[config.mk]
export PLATFORM = sky130hd
export DESIGN_NAME = spi_dac_frame_ctrl
export DESIGN_NICKNAME = d
export VERILOG_FILES = /design/src/rtl/spi_dac_frame_ctrl.sv
export SDC_FILE = /design/constraint.sdc
export NUM_CORES = 1
export LEC_CHECK = 0
export BUFFER_PORTS_ARGS = -buffer_cell sky130_fd_sc_hd__buf_2
export CAP_MARGIN = 10
export CELL_PAD_IN_SITES_DETAIL_PLACEMENT = 0
export CELL_PAD_IN_SITES_GLOBAL_PLACEMENT = 1
export CORE_ASPECT_RATIO = 1.5
export CORE_MARGIN = 5
export CORE_UTILIZATION = 40
export CTS_CLUSTER_DIAMETER = 120
export DETAILED_ROUTE_END_ITERATION = 10
export PLACE_DENSITY = 0.89
export SLEW_MARGIN = 25
export SYNTH_ARGS = -nofsm -noshare
export SYNTH_HDL_FRONTEND = slang
export SYNTH_SLANG_ARGS = --single-unit
[constraint.sdc]
create_clock -name clk -period 2.2 [get_ports clk]
set_input_delay 0.44 -clock clk [delete_from_list [all_inputs] [get_ports clk]]
set_output_delay 0.44 -clock clk [all_outputs]
set_load 0.1 [all_outputs]
[src/rtl/spi_dac_frame_ctrl.sv]
// Frame sequencer for an MCP4921-style DAC: wraps 12-bit samples into {CFG, sample}
// command frames and drives chip-select, LDAC and two byte transfers on the SPI byte engine.
module spi_dac_frame_ctrl #(
    parameter logic [3:0] CFG      = 4'b0011,
    parameter int         CS_SETUP = 2,
    parameter int         CS_HOLD  = 2,
    parameter int         CS_GAP   = 4,
    parameter bit         LDAC_EN  = 1'b1
) (
    input  logic        clk,
    input  logic        rst,
    input  logic [11:0] sample_in,
    input  logic        sample_valid,
    output logic        sample_ready,
    output logic        cs_n,
    output logic        ldac_n,
    output logic        spi_start,
    output logic [7:0]  spi_data,
    input  logic        spi_busy,
    input  logic        spi_new_data,
    input  logic [7:0]  spi_rx,
    output logic [15:0] rx_word,
    output logic        frame_done,
    output logic        busy
);

    typedef enum logic [2:0] {
        IDLE,
        SETUP,
        START_HI,
        WAIT_HI,
        START_LO,
        WAIT_LO,
        HOLD,
        GAP
    } state_t;

    localparam logic [7:0] SETUP_INIT = 8'(CS_SETUP - 1);
    localparam logic [7:0] HOLD_INIT  = 8'(CS_HOLD - 1);
    localparam logic [7:0] GAP_INIT   = 8'(CS_GAP - 1);

    state_t      state;
    state_t      state_next;
    logic [7:0]  cnt;
    logic [15:0] frame;
    logic [11:0] pend;
    logic        pend_full;
    logic [7:0]  rx_hi;
    logic        accept;
    logic        launch;

    assign sample_ready = !pend_full && !rst;
    assign accept       = sample_valid && sample_ready;
    assign busy         = (state != IDLE) || pend_full;

    // The last GAP cycle doubles as IDLE so a queued sample sees exactly CS_GAP high cycles.
    assign launch = pend_full && ((state == IDLE) || ((state == GAP) && (cnt == 8'd0)));

    always_ff @(posedge clk) begin
        if (rst) begin
            state <= IDLE;
        end else begin
            state <= state_next;
        end
    end

    always_comb begin
        state_next = state;
        case (state)
            IDLE:     if (pend_full)      state_next = SETUP;
            SETUP:    if (cnt == 8'd0)    state_next = START_HI;
            START_HI: if (!spi_busy)      state_next = WAIT_HI;
            WAIT_HI:  if (spi_new_data)   state_next = START_LO;
            START_LO: if (!spi_busy)      state_next = WAIT_LO;
            WAIT_LO:  if (spi_new_data)   state_next = HOLD;
            HOLD:     if (cnt == 8'd0)    state_next = GAP;
            GAP:      if (cnt == 8'd0)    state_next = pend_full ? SETUP : IDLE;
            default:                      state_next = IDLE;
        endcase
    end

    always_comb begin
        spi_start = 1'b0;
        spi_data  = 8'h00;
        case (state)
            START_HI: begin
                spi_start = !spi_busy;
                spi_data  = frame[15:8];
            end
            START_LO: begin
                spi_start = !spi_busy;
                spi_data  = frame[7:0];
            end
            default: begin
            end
        endcase
    end

    // Frame datapath; the sample load is last so a same-cycle handshake wins over the clear.
    always_ff @(posedge clk) begin
        if (rst) begin
            cs_n       <= 1'b1;
            ldac_n     <= 1'b1;
            frame_done <= 1'b0;
            rx_word    <= 16'h0000;
            rx_hi      <= 8'h00;
            frame      <= 16'h0000;
            pend       <= 12'h000;
            pend_full  <= 1'b0;
            cnt        <= 8'd0;
        end else begin
            frame_done <= 1'b0;
            ldac_n     <= 1'b1;
            if (launch) begin
                frame     <= {CFG, pend};
                pend_full <= 1'b0;
                cs_n      <= 1'b0;
                cnt       <= SETUP_INIT;
            end
            case (state)
                SETUP: begin
                    if (cnt != 8'd0) cnt <= cnt - 8'd1;
                end
                WAIT_HI: begin
                    if (spi_new_data) rx_hi <= spi_rx;
                end
                WAIT_LO: begin
                    if (spi_new_data) begin
                        rx_word <= {rx_hi, spi_rx};
                        cnt     <= HOLD_INIT;
                    end
                end
                HOLD: begin
                    if (cnt == 8'd0) begin
                        cs_n       <= 1'b1;
                        frame_done <= 1'b1;
                        ldac_n     <= ~LDAC_EN;
                        cnt        <= GAP_INIT;
                    end else begin
                        cnt <= cnt - 8'd1;
                    end
                end
                GAP: begin
                    if (cnt != 8'd0) cnt <= cnt - 8'd1;
                end
                default: begin
                end
            endcase
            if (accept) begin
                pend      <= sample_in;
                pend_full <= 1'b1;
            end
        end
    end

endmodule

# Yosys cells after proc, flatten, opt, wreduce, memory -nomap -nowiden
# Index checks and enable logic that the tools add are counted.
word_totals:
  inputBits: 25
  reg_bits: 64
  output_inout_bits: 30
  wordCells: 71
op_classes:
  bitwise: 1
  eq_ne: 15
  muxes: 24
  reduce_logical: 20
  add_sub_neg: 1
op_table:
  columns: ["cell", "count"]
  rows:
  - ["$mux W8", 4]
  - ["$mux W3", 8]
  - ["$pmux W3 S8", 1]
  - ["$pmux W8 S3", 1]
  - ["$pmux W8 S2", 1]
  - ["$ne A2 B2 Y1 const B", 7]
  - ["$eq A3 B3 Y1 const B", 4]
  - ["$mux W1", 9]
  - ["$logic_not A8 Y1", 1]
  - ["$reduce_and A8 Y1", 1]
  - ["$reduce_bool A8 Y1", 1]
  - ["$sub A8 B1 Y8 const B", 1]
  - ["$eq A3 B2 Y1 const B", 2]
  - ["$reduce_or A2 Y1", 3]
  - ["$logic_and A1 B1 Y1", 4]
  - ["$reduce_and A2 Y1", 2]
  - ["$eq A3 B1 Y1 const B", 1]
  - ["$logic_not A1 Y1", 3]
  - ["$logic_not A3 Y1", 1]
  - ["$reduce_bool A3 Y1", 1]
  - ["$logic_or A1 B1 Y1", 2]
  - ["$ne A2 B1 Y1 const B", 1]
  - ["$reduce_bool A2 Y1", 1]
  - ["$not A1 Y1", 1]

# Logic depth before layout (Yosys ltp)
# Gate-level depths: netlist (run 1).
depth:
  word_depth: 7
  depth_mapped: 8
  mapped_depth_nobuf: 6

# Least setup slack after synthesis (run 1)
# No wires, ideal clock.
synth_timing:
  kind: "register to output"
  startpoint: "register state[1]"
  endpoint: "output port spi_data[4]"
  t_arrival_ns: 2.502
  path_stages_with_launch: 6
  required_ns: 1.760
  slack_ns: -0.742
  n_path_buf: 2
  cell_sequence: "dfxtp_1 clkbuf_1 nor2b_1 clkbuf_1 nand2_1 a21oi_1"
synth_via:
  elab_chain_len: 2
  elab_cells_between_ends: 3
  classes_between: "eq/ne (2); mux (1)"
synth_lines:
  columns: ["element", "line_no", "text"]
  rows:
  - ["from (decl)", "42", "state_t state;"]
  - ["from (signal assigned)", "63", "state <= state_next;"]
  - ["$eq A3 B3 Y1 or $eq A3 B2 Y1 (tied branches)", "85", "case (state)"]
  - ["$pmux W8 S2 (*)", "85", null]
  - ["to (decl)", "18", "output logic [7:0] spi_data,"]
# Every way passes the cells marked *; elsewhere a longest branch is shown, timed or not.

# Final worst setup path (run 1)
layout_timing:
  startpoint: "register state[0]"
  endpoint: "output port busy"
layout_via:
  elab_chain_len: 2
layout_lines:
  columns: ["element", "line_no", "text"]
  rows:
  - ["$reduce_bool A3 Y1", "54", "assign busy = (state != IDLE) || pend_full;"]
  - ["$logic_or A1 B1 Y1", "54", null]
  - ["to (decl)", "24", "output logic busy"]
# No other way between the ends.

==> results.toml, run 1 <==
[outcome]
run_status = "completed"

[placement]
dpl_cell_area_mm2 = 0.00341
post-dp-hpwl_mm = 5.21
buffer_ports.inserted = 54
routabilityCongestion = 0.849
dp.cells = 486

[grt]
global_route_wire_length_before_repair_mm = 11.7
antenna_found_initial = 0
grt_start_max_net_pins = 30
grt_use_total_pct = 16.4
global_route_total_overflow = 0
grt_pass1_vias = 2603

[job]
timing.max_cap.violations = 0

[setup_path]
crit-reg2reg-launch = "cnt[1]"
critical_path_arrival_ns = 1.67
r2r_setup_slack_ns = 0.19
worstRegToRegCells = 7
path_max_fanout = 10
startpoint = "state[0]"
worst_r2r_endpoint = "cnt[0]"
worst-endpoint-required_ns = 1.76
crit_type = "reg -> out"
endpoint_kind = "output port"
startpoint_type = "flop"

[drt]
routed_wirelength_mm = 7.19
detailroute.via_count = 2767
routed_wire_length_per_instance_um = 14.2
drc_errors = 0
dr.first_iter.drc_count = 149
ant_nets = 0
routed_via_density = 5.47
dr.pass1.iters = 4

[timing]
fin_setup_tns_ns = 0
clock_skew_ns = 0.00514
max_freq_mhz = 473
slew_headroom_pct = 54.0
finalCriticalPeriod_ns = 2.11
slew_violations = 0
worst_pin_slew_ns = 0.690
finalHoldViolations = 0
timing.final.crit_share_pct = 96.1
report.final.setup_viol = 0

[power]
power.leakage_nw = 1.42
ir_drop_mv = 0.951
powerDensity_mw_per_mm2 = 1250
power.total_w = 0.00460

[yosys]
synth.yosys.warnings = 0
synth_enable_flop_cells = 0
commonest_cells_in_the_netlist = "86 x sky130_fd_sc_hd__nand2_1, 64 x sky130_fd_sc_hd__dfxtp_1, 49 x sky130_fd_sc_hd__a21oi_1, 25 x sky130_fd_sc_hd__clkbuf_1, 24 x sky130_fd_sc_hd__o21ai_0"
synth_area_mm2 = 0.00283
ys_dominant_reg_cell = "sky130_fd_sc_hd__dfxtp_1"
main_area_contributors_after_synthesis = "sky130_fd_sc_hd__dfxtp_1 45%, sky130_fd_sc_hd__nand2_1 11%, sky130_fd_sc_hd__a21oi_1 8.7%"
sequential_to_total_area_share_from_yosys_stat_pct = 45.3
syn-instance-count = 365
post_synthesis_sequential_element_count = 64
ys_types = 44
synthMostInstantiatedCell = "sky130_fd_sc_hd__nand2_1"
syn_nets = 392
asyncSetResetFlopFracSynth_pct = 0
syn_area_per_cell_um2 = 7.75
yosysTopAreaCellShare_pct = 45.3
synth_area_leader_cell = "sky130_fd_sc_hd__dfxtp_1"

[clock_tree]
clock-sinks = 64
post_cts_clock_slew_at_the_launch_and_capture_registers_of_the_worst_setup_and_hold_paths_ns = 0.07
htree_num_levels = 3
cts_tree = "yes"
cts_inserted_buffers = 9
cts_buffer_depth = 2
ctsRootBufferMaster = "sky130_fd_sc_hd__clkbuf_8"
worst_skew_pair.late_latency_ns = 0.34

[hold_path]
hp-start = "sample_in[9]"
hold-path-endpoint = "pend[9]"
timing.hold.worst.class = "in -> reg"
timing.hold.worst_path_depth = 3

[die]
fp.dieW_um = 78.7
placeableCoreArea_mm2 = 0.00690
die_height_um = 113
floorplan.initialDensity_pct = 41.0
rows = 37
design.portCount = 55
die-area_mm2 = 0.00889

[cells_and_area]
instances_no_fill = 506
final_design_area_no_fill_mm2 = 0.00367
final_net_count = 450
layout-drive-gt1-share_pct = 25.0
utilization_pct = 53.3
n_diodes = 0
area_growth_pct = 29.8
-- sequential cells by signal (all words and copies together), names as in the netlist --
signal	count
ldac_n	1
pend	12
frame_done	1
state	3
rx_hi	8
rx_word	16
cnt	8
cs_n	1
pend_full	1
frame	13
-- kinds of logic (layout without fill, tap and decap cells) --
logic type | Yosys count | count (layout) | share of synthesized area (%)
adders and majority gates | 2 | 2 | 0.884
muxes | 1 | 1 | 0.354
AOI/OAI and AO/OA | 117 | 117 | 25.1
DFF | 64 | 64 | 45.3
and+or+nand+nor | 143 | 143 | 22.7
buffers and inverters | 38 | 101 | 5.75
-- metrics by stage --
| stage | hold WS, ns | setup WS [ns] |
|---|---|---|
| 2_1_floorplan | 0.432 | -0.222 |
| 5_1_grt | 0.294 | -0.00189 |
| 6_report | 0.292 | 0.0857 |
| 3_5_place_dp | 0.442 | 0.0724 |
| 4_1_cts | 0.278 | 0.0188 |
| 3_3_place_gp | 0.437 | 0.129 |
-- layer usage --
| metal | up-vias | global-route usage (%) | share of wire, % |
|---|---|---|---|
| met4 | 0 | 8.17 | 2.7 |
| met3 | 13 | 4.06 | 5.3 |
| met2 | 93 | 28.9 | 49 |
| met5 | - | 0 | 0 |
| li1 | 1391 | - | - |
| met1 | 1270 | 18.1 | 43 |
-- layout make-up --
type	instances	area (um2)
timing repair buffer	79	608
clock inverter	7	95.1
inverter	6	22.5
sequential	64	1290
multi-input combinational	263	1440
clock buffer	9	124
fill	674	3220
tap	78	97.6
-- worst max path at each step --
stage,cells past startpoint,end,slack (ns)
2_1_floorplan,5,spi_data[4],-0.22
3_3_place_gp,6,frame[0],0.13
3_5_place_dp,6,cnt[1],0.07
4_1_cts,5,spi_data[5],0.02
5_1_grt,5,spi_data[5],-0.002
6_report,3,busy,0.09
-- timing repair --
item / CTS / global route
pin swaps: 0 / 1
setup buffers: 0 / 4
resized for setup: 2 / 5
setup endpoints to repair: 8 / 21
hold buffers: 0 / 0
cloned: 0 / 0
-- where the power goes --
group          switching (W)  internal, W  total (W)
Sequential          0.000130      0.00129    0.00142
Clock               0.000465     0.000639    0.00110
Combinational        0.00127     0.000811    0.00208
Total                0.00186      0.00274    0.00460
-- critical path: stages, from the launching register on --
cell                       delay [ns]
sky130_fd_sc_hd__dfxtp_1         0.43
sky130_fd_sc_hd__or3_1           0.47
sky130_fd_sc_hd__nand2b_1        0.24
sky130_fd_sc_hd__buf_12          0.18
-- cell usage in the layout (no fill, tap or decap), drive strengths merged, types with 3 or more instances in the layout --
cell type  synthesis  routed
nor2              12      12
a21oi             49      49
nand2             86      86
dfxtp             64      64
or3                3       3
nand2b             6       6
and3               4       4
buf                7      79
clkinv             0       3
o21a               3       3
a221oi             4       4
a22oi              5       5
inv                6       7
clkbuf            25       9
a311oi             4       4
o21ai             34      34
nand3             17      17
Note: power is estimated with default switching activity, not from simulation.
==> run 2: changes to the inputs <==
==> config.mk (replaced) <==
export PLATFORM = sky130hd
export DESIGN_NAME = spi_dac_frame_ctrl
export DESIGN_NICKNAME = d
export VERILOG_FILES = /design/src/rtl/spi_dac_frame_ctrl.sv
export SDC_FILE = /design/constraint.sdc
export NUM_CORES = 1
export LEC_CHECK = 0
export CAP_MARGIN = 10
export CELL_PAD_IN_SITES_DETAIL_PLACEMENT = 0
export CELL_PAD_IN_SITES_GLOBAL_PLACEMENT = 1
export CORE_ASPECT_RATIO = 1.1
export CORE_MARGIN = 5
export CORE_UTILIZATION = 45
export CTS_CLUSTER_DIAMETER = 120
export DETAILED_ROUTE_END_ITERATION = 10
export DONT_BUFFER_PORTS = 1
export PLACE_DENSITY = 0.88
export SLEW_MARGIN = 25
export SYNTH_ARGS = -nofsm -noshare
export SYNTH_HDL_FRONTEND = slang
export SYNTH_SLANG_ARGS = --single-unit
export TNS_END_PERCENT = 30
==> run 2 against run 1 <==
Compared with the run above: clock power increased by 5%; largest cell class unchanged; fmax increased by 0.61%; largest power group unchanged; non-clock buffer count decreased by 31; combinational power decreased by 7%; via count decreased by 5.9%; cell area decreased by 3.3%; wire length decreased by 5.4%.
==> results.toml, run 2 (synthesized netlist as in run 1, its figures left out) <==
[placement]
post-dp-hpwl_mm = 4.92
buffer_ports.inserted = 0
routabilityCongestion = 0.903

[drt]
dr.first_iter.drc_count = 97
routed_via_density = 5.46
ant_nets = 0
routed_wire_length_per_instance_um = 14.3
routed_wirelength_mm = 6.80
drc_errors = 0
detailroute.via_count = 2605
dr.pass1.iters = 4

[clock_tree]
cts_buffer_depth = 2
clock-sinks = 64
cts_tree = "yes"
post_cts_clock_slew_at_the_launch_and_capture_registers_of_the_worst_setup_and_hold_paths_ns = 0.08
postCtsSetupBuffers = 0
worst_skew_pair.late_latency_ns = 0.35
htree_num_levels = 3
ctsRootBufferMaster = "sky130_fd_sc_hd__clkbuf_8"
cts_inserted_buffers = 9
cts_hold_buffers = 0

[setup_path]
r2r_setup_slack_ns = 0.16
crit_type = "reg -> out"
worstRegToRegCells = 6
crit_path_top_delay_cell = "sky130_fd_sc_hd__or3_4"
worst-endpoint-required_ns = 1.76
worst_r2r_endpoint = "cnt[1]"
cpPeakStageDelay_ns = 0.40
endpoint_kind = "output port"
path_max_fanout = 7
worstPathCellList = "buf_4 > or3_4 > nand2b_1 > buf_12"
critical_path_arrival_ns = 1.66
critical_path_buf_inv_count = 2
startpoint_type = "flop"
crit-reg2reg-launch = "cnt[1]"
worst_path_dominant_cell_family = "simple AND/OR/NAND/NOR gates"

[grt]
grt_start_max_net_pins = 49
grt_pass1_vias = 2465
grt_use_total_pct = 18.5
global_route_wire_length_before_repair_mm = 11.8
antenna_found_initial = 0
global_route_total_overflow = 0

[timing]
report.final.setup_viol = 0
slew_violations = 0
worst_pin_slew_ns = 0.660
finalHoldViolations = 0
clock_skew_ns = 0.00786
max_freq_mhz = 476
slew_headroom_pct = 56.0
timing.final.crit_share_pct = 95.5
finalCriticalPeriod_ns = 2.10

[power]
powerDensity_mw_per_mm2 = 1270
power.leakage_nw = 1.30
ir_drop_mv = 0.956
power.total_w = 0.00451

[cells_and_area]
utilization_pct = 57.7
largest_register_ffs = 16
top_regs = "rx_word: 16 flops, frame: 13 flops, pend: 12 flops"
commonest_non_fill_non_tap_cell_in_the_layout = "sky130_fd_sc_hd__nand2_1"
n_diodes = 0
layout-drive-gt1-share_pct = 19.4
register_with_the_most_flip_flops = "rx_word"
final_net_count = 419
area_growth_pct = 25.6
mostFrequentLayoutCells = "86 x sky130_fd_sc_hd__nand2_1, 63 x sky130_fd_sc_hd__dfxtp_1, 47 x sky130_fd_sc_hd__a21oi_1"

[hold_path]
hp-start = "rst"
timing.hold.worst_path_depth = 1
hold-path-endpoint = "frame[5]"
timing.hold.worst.class = "in -> reg"

[die]
rows = 30
fp.dieW_um = 85.6
die-area_mm2 = 0.00798
placeableCoreArea_mm2 = 0.00616
floorplan.initialDensity_pct = 46.0
die_height_um = 93.2
design.portCount = 55

[outcome]
run_status = "completed"

[job]
timing.max_cap.violations = 0
==> run 2: metal layers <==
layer  routed length [um]  vias up  global-route usage (%)
li1                     -     1331                       -
met1                 3050     1178                    23.2
met2                 3150       79                    29.7
met3                  443       17                    4.58
met4                  158        0                    8.97
met5                    0        -                       0
==> run 2: area by class of cell <==
class / instances / area (um2)
inverter: 6 / 22.5
tap: 80 / 100
clock inverter: 6 / 91.3
fill: 616 / 2600
sequential: 64 / 1280
clock buffer: 10 / 138
timing repair buffer: 48 / 485
multi-input combinational: 263 / 1430
==> run 2: through the flow <==
step | worst slack [ns] | hold slack (ns) | instance area (um2) | instances | setup TNS (ns)
2_1_floorplan | -0.222 | 0.432 | 2870 | 365 | -0.569
3_3_place_gp | 0.157 | 0.431 | 3310 | 461 | 0
3_5_place_dp | 0.101 | 0.440 | 3310 | 461 | 0
4_1_cts | 0.0244 | 0.140 | 3540 | 477 | 0
5_1_grt | -0.00112 | 0.137 | 3550 | 477 | -0.00112
6_report | 0.0984 | 0.152 | 3550 | 477 | 0
==> run 2: how the worst max path moves through the flow <==
stage	from	to	slack [ns]	cells past startpoint
final	state[2]	busy	0.1	4
after detailed placement	cnt[1]	frame[1]	0.10	6
after floorplan	state[1]	spi_data[4]	-0.22	5
after global routing	state[2]	spi_data[5]	-0.001	5
after CTS	state[2]	busy	0.02	4
after global placement	cnt[1]	cnt[1]	0.16	6
==> run 2: repair_timing <==
item,4_1_cts,5_1_grt
hold endpoints to repair,0,0
setup endpoints to repair,1,15
resized for setup,1,4
==> run 2: worst reg2reg max path: cells and delay by family (launching register included) <==
family                     cells  cell delay, ns
buffers and inverters          1            0.09
AOI/OAI and AO/OA              2            0.68
and+or+nand+nor                2            0.66
adders and majority gates      1            0.17
DFF                            1            0.33
==> run 2: where the power goes <==
| part | switching (W) | leakage (nW) | internal, W |
|---|---|---|---|
| clock network | 0.000482 | 0.117 | 0.000674 |
| registers | 0.000132 | 0.520 | 0.00128 |
| logic | 0.00118 | 0.662 | 0.000752 |
| total | 0.00180 | 1.30 | 0.00271 |
